**config.mk**
```make
export PLATFORM = sky130hd
export DESIGN_NAME = escalonador_zonas_flat
export DESIGN_NICKNAME = d
export VERILOG_FILES = /design/src/rtl/escalonador_zonas_pkg.sv /design/src/rtl/escalonador_zonas_if.sv /design/src/rtl/escalonador_zonas_rr_picker.sv /design/src/rtl/escalonador_zonas.sv /design/src/flat_wrapper.sv
export SDC_FILE = /design/constraint.sdc
export NUM_CORES = 1
export LEC_CHECK = 0
export BUFFER_PORTS_ARGS = -buffer_cell sky130_fd_sc_hd__buf_2
export CORE_AREA = 2 2 49 51
export DETAILED_ROUTE_END_ITERATION = 7
export DIE_AREA = 0 0 51 53
export PLACE_DENSITY_LB_ADDON = 0.15
export SKIP_LAST_GASP = 1
export SYNTH_ARGS = -nofsm -noshare
export SYNTH_HDL_FRONTEND = slang
export SYNTH_SLANG_ARGS = --single-unit
```
**constraint.sdc**
```tcl
create_clock -name clk -period 2.51 [get_ports clk]
set_input_delay 0.502 -clock clk [delete_from_list [all_inputs] [get_ports clk]]
set_output_delay 0.502 -clock clk [all_outputs]
set_load 0.02 [all_outputs]
```
**src/rtl/escalonador_zonas_pkg.sv**
```systemverilog
// Shared types and helpers for the zone turn-on sequencer.
package escalonador_pkg;

    // Sequencer states: waiting for a request, or holding off the next turn-on
    typedef enum logic {
        IDLE   = 1'b0,
        SETTLE = 1'b1
    } state_t;

    // Width of the stagger down-counter; it must hold S-1 where S is the
    // stagger length in cycles.
    function automatic int cnt_width(input int stagger_t, input int ticks_per_ms);
        int s;
        s = stagger_t * ticks_per_ms;
        return (s > 1) ? $clog2(s) : 1;
    endfunction

endpackage

```
**src/rtl/escalonador_zonas_if.sv**
```systemverilog
// Request/enable bundle between the zone controllers, the sequencer and the lamp stage.
interface escalonador_zonas_if #(
    parameter int N_ZONES = 4
);
    localparam int IW = $clog2(N_ZONES);

    logic [N_ZONES-1:0] req;
    logic               all_off;
    logic [N_ZONES-1:0] lamp_en;
    logic               grant_valid;
    logic [IW-1:0]      grant_id;
    logic               busy;

    // Controller side: drives requests and the master kill
    modport master (
        output req,
        output all_off,
        input  lamp_en,
        input  grant_valid,
        input  grant_id,
        input  busy
    );

    // Sequencer side
    modport slave (
        input  req,
        input  all_off,
        output lamp_en,
        output grant_valid,
        output grant_id,
        output busy
    );
endinterface

```
**src/rtl/escalonador_zonas_rr_picker.sv**
```systemverilog
// Round-robin selector: first set pending bit at or above the pointer, wrapping.
module rr_picker #(
    parameter int N_ZONES = 4,
    localparam int IW = $clog2(N_ZONES)
) (
    input  logic [N_ZONES-1:0] pending,
    input  logic [IW-1:0]      pointer,
    output logic               found,
    output logic [IW-1:0]      idx
);

    // Walk offsets from farthest to nearest so the nearest candidate wins
    always_comb begin
        int cand;
        found = 1'b0;
        idx   = '0;
        cand  = 0;
        for (int off = N_ZONES - 1; off >= 0; off--) begin
            cand = int'(pointer) + off;
            if (cand >= N_ZONES) begin
                cand = cand - N_ZONES;
            end
            if (pending[cand]) begin
                found = 1'b1;
                idx   = IW'(cand);
            end
        end
    end

endmodule

```
**src/rtl/escalonador_zonas.sv**
```systemverilog
// Inrush-limiting lamp sequencer: at most one lamp turn-on per stagger window,
// pending zones served round-robin, turn-off always immediate.
module escalonador_zonas
    import escalonador_pkg::*;
#(
    parameter int N_ZONES      = 4,
    parameter int STAGGER_T    = 500,
    parameter int TICKS_PER_MS = 1
) (
    input  logic                clk,
    input  logic                rst,
    escalonador_zonas_if.slave  bus
);

    localparam int S  = STAGGER_T * TICKS_PER_MS;
    localparam int CW = cnt_width(STAGGER_T, TICKS_PER_MS);
    localparam int IW = $clog2(N_ZONES);

    state_t             state_q, state_d;
    logic [CW-1:0]      cnt_q, cnt_d;
    logic [IW-1:0]      ptr_q, ptr_d;
    logic [N_ZONES-1:0] lamp_en_q, lamp_en_d;
    logic               grant_valid_q, grant_valid_d;
    logic [IW-1:0]      grant_id_q, grant_id_d;
    logic               busy_q, busy_d;

    logic [N_ZONES-1:0] pending;
    logic               found;
    logic [IW-1:0]      idx;
    logic               grant;

    // Zones that want light but are not yet lit
    assign pending = bus.req & ~lamp_en_q;

    rr_picker #(
        .N_ZONES (N_ZONES)
    ) u_picker (
        .pending (pending),
        .pointer (ptr_q),
        .found   (found),
        .idx     (idx)
    );

    // Next-state logic: kill has priority, then turn-offs, window countdown and grants
    always_comb begin
        state_d       = state_q;
        cnt_d         = cnt_q;
        ptr_d         = ptr_q;
        lamp_en_d     = lamp_en_q & bus.req;
        grant_valid_d = 1'b0;
        grant_id_d    = grant_id_q;
        busy_d        = busy_q;
        grant         = 1'b0;

        if (bus.all_off) begin
            lamp_en_d = '0;
            cnt_d     = '0;
            state_d   = IDLE;
            busy_d    = 1'b0;
        end else begin
            case (state_q)
                IDLE: begin
                    grant = found;
                end
                SETTLE: begin
                    if (cnt_q != '0) begin
                        cnt_d = cnt_q - 1'b1;
                    end else if (found) begin
                        grant = 1'b1;
                    end else begin
                        state_d = IDLE;
                        busy_d  = 1'b0;
                    end
                end
                default: begin
                    state_d = IDLE;
                end
            endcase
        end

        if (grant) begin
            lamp_en_d[idx] = 1'b1;
            grant_valid_d  = 1'b1;
            grant_id_d     = idx;
            ptr_d          = (idx == IW'(N_ZONES - 1)) ? '0 : idx + 1'b1;
            cnt_d          = CW'(S - 1);
            state_d        = SETTLE;
            busy_d         = 1'b1;
        end
    end

    // State and output registers
    always_ff @(posedge clk or posedge rst) begin
        if (rst) begin
            state_q       <= IDLE;
            cnt_q         <= '0;
            ptr_q         <= '0;
            lamp_en_q     <= '0;
            grant_valid_q <= 1'b0;
            grant_id_q    <= '0;
            busy_q        <= 1'b0;
        end else begin
            state_q       <= state_d;
            cnt_q         <= cnt_d;
            ptr_q         <= ptr_d;
            lamp_en_q     <= lamp_en_d;
            grant_valid_q <= grant_valid_d;
            grant_id_q    <= grant_id_d;
            busy_q        <= busy_d;
        end
    end

    assign bus.lamp_en     = lamp_en_q;
    assign bus.grant_valid = grant_valid_q;
    assign bus.grant_id    = grant_id_q;
    assign bus.busy        = busy_q;

endmodule

```
**src/flat_wrapper.sv**
```systemverilog
// flat-port wrapper written by rule: the top's interface ports become plain ports
module escalonador_zonas_flat import escalonador_pkg::*;
#(
    parameter int N_ZONES      = 4,
    parameter int STAGGER_T    = 500,
    parameter int TICKS_PER_MS = 1
)
  (clk, rst, bus_req, bus_all_off, bus_lamp_en, bus_grant_valid, bus_grant_id, bus_busy);
  escalonador_zonas_if #(.N_ZONES(N_ZONES)) bus_i ();
  input  logic clk;
  input  logic rst;
  input wire logic [$bits(bus_i.req)-1:0] bus_req;
  input wire logic [$bits(bus_i.all_off)-1:0] bus_all_off;
  output wire logic [$bits(bus_i.lamp_en)-1:0] bus_lamp_en;
  output wire logic [$bits(bus_i.grant_valid)-1:0] bus_grant_valid;
  output wire logic [$bits(bus_i.grant_id)-1:0] bus_grant_id;
  output wire logic [$bits(bus_i.busy)-1:0] bus_busy;
  assign bus_i.req = bus_req;
  assign bus_i.all_off = bus_all_off;
  assign bus_lamp_en = bus_i.lamp_en;
  assign bus_grant_valid = bus_i.grant_valid;
  assign bus_grant_id = bus_i.grant_id;
  assign bus_busy = bus_i.busy;
  escalonador_zonas #(.N_ZONES(N_ZONES), .STAGGER_T(STAGGER_T), .TICKS_PER_MS(TICKS_PER_MS)) u_core (.clk(clk), .rst(rst), .bus(bus_i));
endmodule
```
Word level (Yosys, flattened, before mapping)
Index checks and enable logic that the tools add are counted.

Bits in registers: 20. Output and inout port bits: 8. Logic and storage cells: 87.

Add/sub/neg operators: 9. Magnitude comparators: 10. Equality and inequality tests: 3. Muxes and demuxes: 47. Bitwise operators: 5. Reductions and logical operators: 6.

Operator list (count): less-than comparator 32 x 4 -> 1 bit, second input constant (4); two-way mux 32 bit (4); two-way mux 9 bit (4); >= comparator 32 x 4 -> 1 bit, second input constant (1); subtractor 32 x 4 -> 32 bit, second input constant (1); two-way mux 1 bit (26); two-way mux 2 bit (5); nonzero test 9 bit (1); subtractor 9 x 1 -> 9 bit, second input constant (1); bitwise AND 4 bit (2); binary-select mux 1 bit (select 2 bit) (4); two-way mux 4 bit (2); subtractor 3 x 3 -> 4 bit, second input constant (2); adder 2 x 2 -> 3 bit, second input constant (2); >= comparator 3 bit, second input constant (2); nonzero test 3 bit (2); inverter 4 bit (1); bitwise OR 4 bit (1); subtractor 2 x 3 -> 4 bit, second input constant (1); adder 2 x 1 -> 3 bit, second input constant (1); >= comparator 2 x 3 -> 1 bit, second input constant (1); less-than comparator 2 x 3 -> 1 bit, second input constant (1); inequality test 3 x 2 -> 1 bit, second input constant (1); inequality test 3 bit, second input constant (1); 9 further kinds (9).

Depth between registers and ports, before layout
Gate-level depths: netlist of the first run.

Depth in word-level cells: 16. Depth in mapped cells: 7. Mapped depth without buffers: 6.

Hierarchy
From an unflattened synthesis of the first run, not the netlist that was laid out.

Cells, all modules: 118. Area total of the unflattened synthesis: 1161.1 um^2.

By module, submodules not included: escalonador_zonas (instances 1, cells each 105, area each 1083.5 um^2, sequential area each 500.5 um^2); rr_picker (instances 1, cells each 13, area each 77.6 um^2, sequential area each 0.0 um^2).

Worst setup path before layout of the first run
OpenSTA, ideal clock, no wires.

Path kind: register to register. From: reg u_core.cnt_q[0]. To: reg u_core.grant_id_q[0] (netlist: u_core.bus.grant_id[0]). Setup time: 0.125 ns. Arrival time: 1.832 ns. Data required time: 2.385 ns. Slack: 0.553 ns. Stages on the path, launching flop included: 7. Path buffers: 0. Period minus slack after synthesis: 1.957 ns. Cell sequence: dfrtp_1 inv_1 ha_1 nor3b_2 a31oi_2 nor3b_4 mux2_2.

Cells in the longest elaborated chain, start to end: 4.

Ends and longest elaborated chain: start: declaration (RTL line escalonador_zonas.sv:20) `logic [CW-1:0] cnt_q, cnt_d;`; start signal: assignment (RTL line escalonador_zonas.sv:104) `cnt_q <= cnt_d;`; nonzero test 9 bit (RTL line escalonador_zonas.sv:66) `if (cnt_q != '0) begin`; two-way mux 1 bit (RTL line escalonador_zonas.sv:66); case mux 1 bit (2 select lines) (RTL line escalonador_zonas.sv:61) `case (state_q)`; two-way mux 1 bit (RTL line escalonador_zonas.sv:55) `if (bus.all_off) begin`; end signal: assignment (RTL line escalonador_zonas.sv:108) `grant_id_q <= grant_id_d;`; end: declaration (RTL line escalonador_zonas.sv:24) `logic [IW-1:0] grant_id_q, grant_id_d;`.

No other way between the ends. A chain may end at the register's enable or synchronous reset.

Worst setup path in the final report of the first run
From: reg u_core.cnt_q[0]. To: reg u_core.grant_id_q[1] (netlist: u_core.bus.grant_id[1]).

Same word-level chain as after synthesis.

==> results by group, run 1 <==
Run status
  – Outcome: complete, no violations

Pwr
  – Maximum VDD drop: 0.5305 mV
  – Leak: 0.5729 nW
  – Total power: 0.9664 mW
  – Pwr/cell area: 770.1 nW/µm²

Logic synthesis
  – Synth top area share: 44.40%
  – Syn Nets: 126
  – Top-count cell post-synth: dfrtp_1
  – Post-synth ARST share: 100.0%
  – Largest area contributor in the netlist: dfrtp_1
  – Synth area leaders: dfrtp_1 (44%), ha_1 (5.5%), mux2_2 (4.0%)
  – Post-synth top cells: dfrtp_1 (20), inv_1 (10), a21oi_1 (7)
  – Cell count after synthesis: 114
  – Seq/Total Area, Yosys: 44.40%
  – Ys flop type: dfrtp_1
  – Synth Cell Area: 1127 µm²
  – Yosys reg bits: 20
  – Avg Inst Size Synth: 9.889 µm²
  – Synth warnings: 0
  – Post-synth EDFFs: 0
  – Distinct cells, synth: 36

Route
  – Drt pass-1 iters: 4
  – Drc violations: 0
  – Via density: 5.745
  – Starting DRT DRC Count: 14
  – WL/cell: 13.76 µm
  – Routed WL: 2161 µm
  – Routed Antenna Nets: 0
  – Vias post-DR: 902

Timing
  – Fin Clk Skew: 0.001755 ns
  – Final Cycle Share: 84.57%
  – Final TNS setup: 0 ns
  – Final Critical Period: 2.123 ns
  – Final Slew Violations: 0
  – Slew HR: 50.62%
  – Unrepaired setup endpoints after global routing: false
  – PnR worst setup slack: 0.3873 ns
  – Fmax: 0.4711 GHz
  – Final setup fails: 0
  – Final Hold Violating Endpoints: 0
  – Worst-margin pin slew: 0.7399 ns

GRT
  – First-pass GRT wire length: 3712 µm
  – Total gr overflow: 0
  – Largest net degree at the start of global routing: 21
  – Gr usage total: 18.76%
  – Vias in the first global route: 844
  – Antenna violations before repair: 0

Worst setup path
  – CP required: 2.70 ns
  – CP endpoint kind: flip-flop
  – Crit Path Max Fanout: 9
  – CP Launch Type: flip-flop
  – Reg2Reg Setup Slack: 0.39 ns
  – Path depth of the worst reg2reg path: 6
  – Slowest stage cell, crit path: dfrtp_1
  – Worst EP arrival: 2.31 ns
  – Worst path cell trace: inv_1 -> ha_1 -> nor3b_2 -> a31oi_2 -> nor3b_4 -> mux2_2
  – CP Class: reg -> reg
  – Worst stage delay on the critical path: 0.42 ns

Clocking
  – Clk Latency, worst-skew pair: 0.29 ns
  – CTS buffer count: 3
  – Post-CTS Resized: 0
  – Post-CTS Setup Inserts: 0
  – CTS hold repair buffers: 0
  – CTS tree: done
  – Clk root buf: clkbuf_4
  – CTS sink cnt: 20
  – H-tree depth reported by CTS: 1
  – CTS clk-pin slew, worst paths: 0.11 ns
  – CTS max path bufs: 2

Cells and area
  – Util after Layout: 58.42%
  – Final nets: 143
  – FILL cells: 201
  – Share of layout cells above drive strength 1: 21.71%
  – ANT cells: 0
  – Area of the multi-input gates: 574.3 µm²
  – Fin area: 1255 µm²
  – Register area: 500.5 µm²
  – P&R area growth vs syn: 11.32%

Floorplanning
  – Die ar.: 2703 µm²
  – Number of placed I/O pins: 15
  – Chip Height: 53 µm
  – Initial Utilization: 52.48%
  – Rows: 17
  – Width of the chip: 51 µm
  – Core box area: 2148 µm²

Flow run
  – MaxCap Viol Count: 0

Placement
  – HPWL after detailed placement: 1559 µm
  – Placement Setup Slack: 0.3830 ns
  – Port-buffer cells: 14
  – GP Congestion: 0.8025
  – Placed Area: 1232 µm²

Worst hold path
  – Hold WC Path Type: in -> async
==> final cells by class <==
class	count	area share, %
multi-input combinational	80	45.76
timing repair buffer	16	6.780
clock buffer	3	1.795
tap	28	2.792
sequential	20	39.88
inverter	10	2.991
==> metrics by stage <==
step           instances  hold WS [ns]
2_1_floorplan        114        0.4658
3_5_place_dp         154        0.5034
4_1_cts              157        0.3363
3_3_place_gp         154        0.4883
5_1_grt              157        0.3815
6_report             157        0.3145
==> final timing paths <==
| check | from | to |
|---|---|---|
| max | u_core.cnt_q[0] | u_core.bus.grant_id[1] |
| min | rst | u_core.cnt_q[5] |
| max reg2reg | u_core.cnt_q[0] | u_core.bus.grant_id[1] |
| min reg2reg | u_core.bus.grant_id[1] | u_core.bus.grant_id[1] |
| max in group asynchronous | rst | u_core.bus.lamp_en[0] |
| min in group clk | bus_req[3] | u_core.bus.lamp_en[3] |
==> registers in the layout, indices dropped and copies added, names as in the netlist <==
register	count
u_core.bus.busy	1
u_core.bus.grant_id	2
u_core.bus.grant_valid	1
u_core.bus.lamp_en	4
u_core.cnt_q	9
u_core.ptr_q	2
u_core.state_q	1
==> routing by layer <==
metal | track usage (%) | vias to the layer above | part of all wire (%)
li1 | - | 444 | -
met1 | 24.50 | 437 | 51
met2 | 31.17 | 17 | 45
met3 | 2.542 | 4 | 2.9
met4 | 8.108 | 0 | 1.3
met5 | 0 | - | 0
==> report_power, final <==
group	total, mW	switching, mW	internal, mW
Sequential	0.460	0.0705	0.390
Clock	0.150	0.0938	0.0559
Combinational	0.356	0.201	0.155
==> kinds of logic after synthesis <==
logic type | Yosys count | share of synthesized area, %
buffers and inverters | 14 | 4.661
and+or+nand+nor | 40 | 21.98
DFF | 20 | 44.40
AOI/OAI and AO/OA | 30 | 18.65
xor gates and xnor gates | 1 | 0.7771
muxes | 4 | 3.995
adders and majority gates | 5 | 5.549
==> critical path, delay by kind of cell, from the launching register on <==
kind            cells  cell delay (ns)
simple gates        2             0.77
buf+inv             1             0.08
mux                 1             0.39
flops               1             0.42
compound gates      1             0.18
fa+ha+maj           1             0.18
==> cell usage in the layout (no fill, tap or decap), types with 3 or more instances in the layout <==
| cell | instances |
|---|---|
| nor3_1 | 6 |
| nor3b_1 | 3 |
| nor2_1 | 6 |
| nand2_1 | 5 |
| a21oi_1 | 7 |
| dfrtp_1 | 20 |
| o21ai_0 | 5 |
| o2bb2ai_1 | 4 |
| buf_2 | 14 |
| mux2_2 | 4 |
| inv_1 | 10 |
| nand2b_1 | 6 |
| and3_1 | 3 |
| clkbuf_4 | 3 |
| ha_1 | 5 |
Note: power is estimated with default switching activity, not from simulation.
==> run 2: changes to the inputs <==
- CORE_AREA: 2 2 49 51 -> 2 2 51 53
- DIE_AREA: 0 0 51 53 -> 0 0 53 55
- clock period: 2.51 -> 1.82 ns (I/O delays scaled with it)
==> results by group, run 2 (synthesis results as in run 1) <==
Run status
  – Outcome: complete, no violations

Route
  – Top Layer Used: met4
  – WL met1: 1176 µm (+6.4%)
  – Met2 WL: 1159 µm (+20%)
  – Via density: 5.562 (-3.2%)
  – Vias post-DR: 990 (+9.8%)
  – Routed WL: 2438 µm (+13%)
  – WL/cell: 13.70 µm (-0.49%)
  – Drc violations: 0 (unchanged)
  – Starting DRT DRC Count: 15 (+1)
  – Routed wl met3: 86 µm (+39%)
  – Routed Antenna Nets: 0 (unchanged)
  – Drt pass-1 iters: 4 (unchanged)

Timing
  – Final Cycle Share: 97.68% (+13 points)
  – Worst-margin pin slew: 0.3723 ns (-0.3676 ns)
  – Final Critical Period: 1.778 ns (-0.3450 ns)
  – Fin Clk Skew: 0.006300 ns (+0.004545 ns)
  – Slew HR: 75.18% (+25 points)
  – Final Hold Violating Endpoints: 0 (unchanged)
  – Unrepaired setup endpoints after global routing: true
  – Final Slew Violations: 0 (unchanged)
  – Fmax: 0.5625 GHz (+19%)
  – Final setup fails: 0 (unchanged)

Floorplanning
  – Width of the chip: 53 µm (+3.9%)
  – Die ar.: 2915 µm² (+7.8%)
  – Rows: 18 (+1)
  – Chip Height: 55 µm (+3.8%)
  – Core box area: 2365 µm² (+10%)
  – Initial Utilization: 47.67% (-4.8 points)
  – Number of placed I/O pins: 15 (unchanged)

Cells and area
  – Final nets: 161 (+13%)
  – Share of layout cells above drive strength 1: 33.11% (+11 points)
  – Top reg by flops: u_core.cnt_q
  – Number of flip-flops in the largest register: 9 (unchanged)
  – ANT cells: 0 (unchanged)
  – Commonest non-fill, non-tap cell in the layout: dfrtp_1
  – Commonest cells after routing, fill and taps aside: dfrtp_1 (20), buf_4 (19), buf_2 (14), inv_1 (9), a21oi_1 (7)
  – FILL cells: 216 (+7.5%)
  – P&R area growth vs syn: 28.86%
  – Number of non-filler instances in the completed layout: 178 (+13%)

Worst setup path
  – Worst EP arrival: 1.97 ns (-0.34 ns)
  – CP Depth: 7 (+1)
  – Worst stage delay on the critical path: 0.40 ns (-0.02 ns)
  – CP required: 2.01 ns (-0.69 ns)
  – Reg2Reg Setup Slack: 0.04 ns (-0.34 ns)
  – Critical path's top delay family: simple AND/OR/NAND/NOR gates
  – Slowest stage cell, crit path: dfrtp_1
  – CP Buf/Inv Count: 2 (+1)
  – Crit Path Max Fanout: 5 (-4)
  – Worst path cell trace: inv_2 -> ha_4 -> nor3b_4 -> a31oi_4 -> nor3b_4 -> buf_6 -> mux2_4
  – Crit-path most repeated cell: nor3b_4
  – Path depth of the worst reg2reg path: 7 (+1)
  – CP Class: reg -> reg
  – CP Launch Type: flip-flop
  – CP endpoint kind: flip-flop

Pwr
  – Leak: 0.6876 nW (+20%)
  – Pwr/cell area: 1047 nW/µm² (+36%)
  – Total power: 1.520 mW (+57%)
  – Maximum VDD drop: 0.7732 mV (+46%)

GRT
  – Largest net degree at the start of global routing: 21 (unchanged)
  – Vias in the first global route: 925 (+9.6%)
  – Total gr overflow: 0 (unchanged)
  – Gr usage total: 19.41% (+0.64 points)
  – First-pass GRT wire length: 4077 µm (+9.8%)
  – Antenna violations before repair: 0 (unchanged)

Placement
  – GP Congestion: 0.7933 (-1.1%)
  – Dpl cells: 170 (+10%)
  – HPWL after detailed placement: 1747 µm (+12%)
  – Port-buffer cells: 14 (unchanged)

Flow run
  – MaxCap Viol Count: 0 (unchanged)

Clocking
  – CTS buffer count: 3 (unchanged)
  – CTS tree: done
  – CTS max path bufs: 2 (unchanged)
  – CTS clk-pin slew, worst paths: 0.12 ns (about the same)
  – CTS sink cnt: 20 (unchanged)
  – Clk Latency, worst-skew pair: 0.30 ns (about the same)
  – Clk root buf: clkbuf_4
  – H-tree depth reported by CTS: 1 (unchanged)

Worst hold path
  – Hold WC Path Type: in -> async
==> run 2: layout make-up <==
cell class / instances / area (µm²) / share of cell area [%]
multi-input combinational: 80 / 616.8 / 42.46
sequential: 20 / 500.5 / 34.45
timing repair buffer: 34 / 224.0 / 15.42
inverter: 10 / 37.54 / 2.584
tap: 30 / 37.54 / 2.584
clock buffer: 4 / 36.28 / 2.498
==> run 2: routing by layer <==
layer	vias up	global-route usage, %
met5	-	0
met3	4	3.226
li1	483	-
met1	479	26.63
met2	24	30.42
met4	0	8.547
==> run 2: timing repair <==
item | in CTS | in global routing
gates resized for setup | 0 | 8
buffers inserted | 2 | 2
pin swaps | 1 | 2
hold buffers | 0 | 0
setup endpoints to repair | 4 | 7
==> run 2: where the power goes <==
group	switching (mW)	internal, mW	total (mW)
combinational	0.320	0.314	0.634
sequential	0.0874	0.538	0.625
clock	0.139	0.122	0.261
total	0.547	0.973	1.52
==> run 2: worst register-to-register path, delay by kind of cell (launching register included) <==
family / cells / cell delay (ns)
simple gates: 2 / 0.48
flops: 1 / 0.40
mux: 1 / 0.29
buf+inv: 2 / 0.24
fa+ha+maj: 1 / 0.13
compound gates: 1 / 0.13
==> run 2: per-stage QoR <==
| stage | utilization, % | TNS, ns | setup WS (ns) | area, µm² | hold WS, ns |
|---|---|---|---|---|---|
| 2_1_floorplan | - | -0.4128 | -0.1032 | 1142 | 0.3278 |
| 3_3_place_gp | 57.30 | 0 | 0.03963 | 1355 | 0.3969 |
| 3_5_place_dp | 57.30 | -0.05428 | -0.01729 | 1355 | 0.4027 |
| 4_1_cts | 59.47 | -0.01431 | -0.006426 | 1406 | 0.05805 |
| 5_1_grt | 61.43 | -0.1025 | -0.03503 | 1453 | 0.06378 |
| 6_report | 61.43 | 0 | 0.04226 | 1453 | 0.05991 |
==> run 2: final timing paths <==
path | startpoint | end
setup / recovery | u_core.cnt_q[0] | u_core.bus.grant_id[0]
hold / removal | rst | u_core.bus.grant_id[1]
setup reg to reg | u_core.cnt_q[0] | u_core.bus.grant_id[0]
hold reg to reg | u_core.bus.grant_id[1] | u_core.bus.grant_id[1]
max in group asynchronous | rst | u_core.cnt_q[2]
min in group clk | bus_req[3] | u_core.bus.lamp_en[3]
==> run 3: changes to the inputs <==
- ABC_AREA: unset -> 1
- clock period: 1.82 -> 2.2 ns (I/O delays scaled with it)
==> results by group, run 3 <==
Cells and area
  – Commonest cells after routing, fill and taps aside: nand2_1 (69), nand3_1 (21), inv_1 (20), dfrtp_1 (20), buf_2 (14)
  – Share of layout cells above drive strength 1: 15.26% (-18 points)
  – Number of flip-flops in the largest register: 9 (unchanged)
  – Number of non-filler instances in the completed layout: 220 (+24%)
  – ANT cells: 0 (unchanged)
  – Register area: 500.5 µm² (unchanged)
  – FILL cells: 234 (+8.3%)
  – Top reg by flops: u_core.cnt_q
  – Area of the multi-input gates: 658.1 µm² (+6.7%)
  – Final nets: 203 (+26%)
  – Commonest non-fill, non-tap cell in the layout: nand2_1
  – Fin area: 1410 µm² (-2.9%)
  – P&R area growth vs syn: 10.82%

Route
  – Drt pass-1 iters: 4 (unchanged)
  – Drc violations: 0 (unchanged)
  – Vias post-DR: 1120 (+13%)
  – Met2 WL: 1427 µm (+23%)
  – WL/cell: 12.71 µm (-7.2%)
  – Routed Antenna Nets: 0 (unchanged)
  – Routed WL: 2796 µm (+15%)
  – Routed wl met3: 61 µm (-29%)
  – Starting DRT DRC Count: 14 (-1)
  – Top Layer Used: met4
  – WL met1: 1238 µm (+5.3%)
  – Via density: 5.091 (-8.5%)

Logic synthesis
  – Largest area contributor in the netlist: dfrtp_1
  – Distinct cells, synth: 23 (-36%)
  – Avg Inst Size Synth: 7.271 µm² (-26%)
  – Synth area leaders: dfrtp_1 (39%), nand2_1 (20%), nand3_1 (8.3%)
  – Syn Nets: 187 (+48%)
  – Yosys reg bits: 20 (unchanged)
  – Post-synth top cells: nand2_1 (69), nand3_1 (21), dfrtp_1 (20), inv_1 (20), nor2_1 (9)
  – Seq/Total Area, Yosys: 39.33% (-5.1 points)
  – Top-count cell post-synth: nand2_1
  – Synth warnings: 0 (unchanged)
  – Synth top area share: 39.33% (-5.1 points)
  – Post-synth EDFFs: 0 (unchanged)
  – Synth Cell Area: 1272 µm² (+13%)
  – Cell count after synthesis: 175 (+54%)
  – Post-synth ARST share: 100.0% (unchanged)
  – Ys flop type: dfrtp_1

Worst setup path
  – Reg2Reg Setup Slack: 0.26 ns (+0.22 ns)
  – Slowest stage cell, crit path: dfrtp_1
  – CP required: 2.41 ns (+0.40 ns)
  – CP Launch Type: flip-flop
  – Critical path's top delay family: simple AND/OR/NAND/NOR gates
  – Worst EP arrival: 2.15 ns (+0.18 ns)
  – CP Buf/Inv Count: 1 (-1)
  – Crit-path most repeated cell: nand2_1
  – Crit Path Max Fanout: 9 (+4)
  – CP endpoint kind: flip-flop
  – Worst path cell trace: inv_4 -> nand3_1 -> nand2_1 -> nand2_1 -> nand2_1 -> nand3_1 -> nand2_1 -> nand2_1 -> nand2_1 -> ha_1 -> nand2_1 -> nand2_1
  – Worst stage delay on the critical path: 0.52 ns (+0.12 ns)
  – CP Class: reg -> reg

Clocking
  – CTS sink cnt: 20 (unchanged)
  – H-tree depth reported by CTS: 1 (unchanged)
  – CTS max path bufs: 2 (unchanged)
  – Post-CTS Setup Inserts: 0 (-2)
  – Clk root buf: clkbuf_4
  – CTS hold repair buffers: 0 (unchanged)
  – Clk Latency, worst-skew pair: 0.32 ns (+0.02 ns)
  – CTS tree: done
  – CTS buffer count: 3 (unchanged)
  – Post-CTS Resized: 0 (unchanged)
  – CTS clk-pin slew, worst paths: 0.13 ns (about the same)

Pwr
  – Maximum VDD drop: 1.021 mV (+32%)
  – Pwr/cell area: 1718 nW/µm² (+64%)
  – Leak: 0.7989 nW (+16%)

Worst hold path
  – Hold WC Path Type: in -> async

Placement
  – Placement Setup Slack: 0.3018 ns (+0.3191 ns)
  – Placed Area: 1358 µm² (+0.18%)
  – Port-buffer cells: 14 (unchanged)
  – GP Congestion: 0.8630 (+8.8%)
  – HPWL after detailed placement: 2174 µm (+24%)
  – Dpl cells: 216 (+27%)

Timing
  – Fin Clk Skew: 0.01018 ns (+0.003884 ns)
  – Final Hold Violating Endpoints: 0 (unchanged)
  – Final Cycle Share: 87.99% (-9.7 points)
  – Unrepaired setup endpoints after global routing: false
  – Final setup fails: 0 (unchanged)
  – Final Slew Violations: 0 (unchanged)
  – Final TNS setup: 0 ns (unchanged)
  – Hold WS: 0.2319 ns (+0.1720 ns)
  – Worst-margin pin slew: 0.7676 ns (+0.3953 ns)
  – Final Critical Period: 1.936 ns (+0.1580 ns)
  – PnR worst setup slack: 0.2643 ns (+0.2220 ns)
  – Slew HR: 48.77% (-26 points)
  – Fmax: 0.5166 GHz (-8.2%)

GRT
  – Gr usage total: 21.75% (+2.3 points)
  – Largest net degree at the start of global routing: 21 (unchanged)
  – First-pass GRT wire length: 4533 µm (+11%)
  – Vias in the first global route: 1075 (+16%)
  – Antenna violations before repair: 0 (unchanged)
  – Total gr overflow: 0 (unchanged)

Floorplanning
  – Core box area: 2365 µm² (unchanged)
  – Number of placed I/O pins: 15 (unchanged)
  – Chip Height: 55 µm (unchanged)
  – Rows: 18 (unchanged)
  – Initial Utilization: 53.81% (+6.1 points)
  – Die ar.: 2915 µm² (unchanged)
  – Width of the chip: 53 µm (unchanged)

Run status
  – Outcome: complete, no violations

Flow run
  – MaxCap Viol Count: 0 (unchanged)
[run 3: cell types whose count changed after synthesis, moves of 3 or more]
cell       delta
a21oi_1       -5
and3_1        -3
clkbuf_1      -3
inv_1        +10
mux2_2        -4
nand2_1      +64
nand2b_1      -6
nand3_1      +19
nor2_1        +3
nor3_1        -4
nor3b_1       -3
o2bb2ai_1     -4
[run 3: path summary, 6_finish.rpt]
| path | startpoint | endpoint | depth (start not counted) |
|---|---|---|---|
| max in group asynchronous | rst | u_core.cnt_q[2] | 2 |
| worst min-delay path | rst | u_core.cnt_q[4] | 2 |
| worst max register to register | u_core.ptr_q[0] | u_core.ptr_q[1] | 12 |
| min in group clk | bus_req[3] | u_core.bus.lamp_en[3] | 3 |
| worst min register to register | u_core.bus.grant_id[1] | u_core.bus.grant_id[1] | 2 |
| worst max-delay path | u_core.ptr_q[0] | u_core.ptr_q[1] | 12 |
[run 3: kinds of logic after synthesis]
| family | Yosys count | share of synthesized area, % |
|---|---|---|
| and+or+nand+nor | 112 | 40.71 |
| buffers and inverters | 26 | 8.947 |
| DFF | 20 | 39.33 |
| AOI/OAI and AO/OA | 8 | 3.343 |
| adders and majority gates | 5 | 4.916 |
| xor gates and xnor gates | 4 | 2.754 |
[run 3: power breakdown]
group	switching (mW)	internal (mW)
sequential	0.148	0.531
combinational	0.959	0.473
clock	0.126	0.184
total	1.23	1.19
[run 3: routing by layer]
layer / vias up / GRT usage [%]
li1: 578 / -
met5: - / 0
met3: 7 / 3.495
met4: 0 / 11.11
met2: 17 / 38.75
met1: 518 / 25.38
[run 3: stage by stage]
step / utilization (%) / power [mW]
after floorplan: - / 1.808
after global placement: 57.41 / 2.059
after detailed placement: 57.41 / 2.125
after CTS: 59.63 / 2.433
after global routing: 59.63 / 2.669
final: 59.63 / 2.422
[run 3: final cells by class]
| cell class | count | share of cell area [%] |
|---|---|---|
| Multi-Input combinational cell | 129 | 46.67 |
| Sequential cell | 20 | 35.49 |
| Timing Repair Buffer | 14 | 4.969 |
| Clock buffer | 3 | 1.597 |
| Tap cell | 30 | 2.662 |
| Inverter | 23 | 6.477 |
| Clock inverter | 1 | 2.130 |
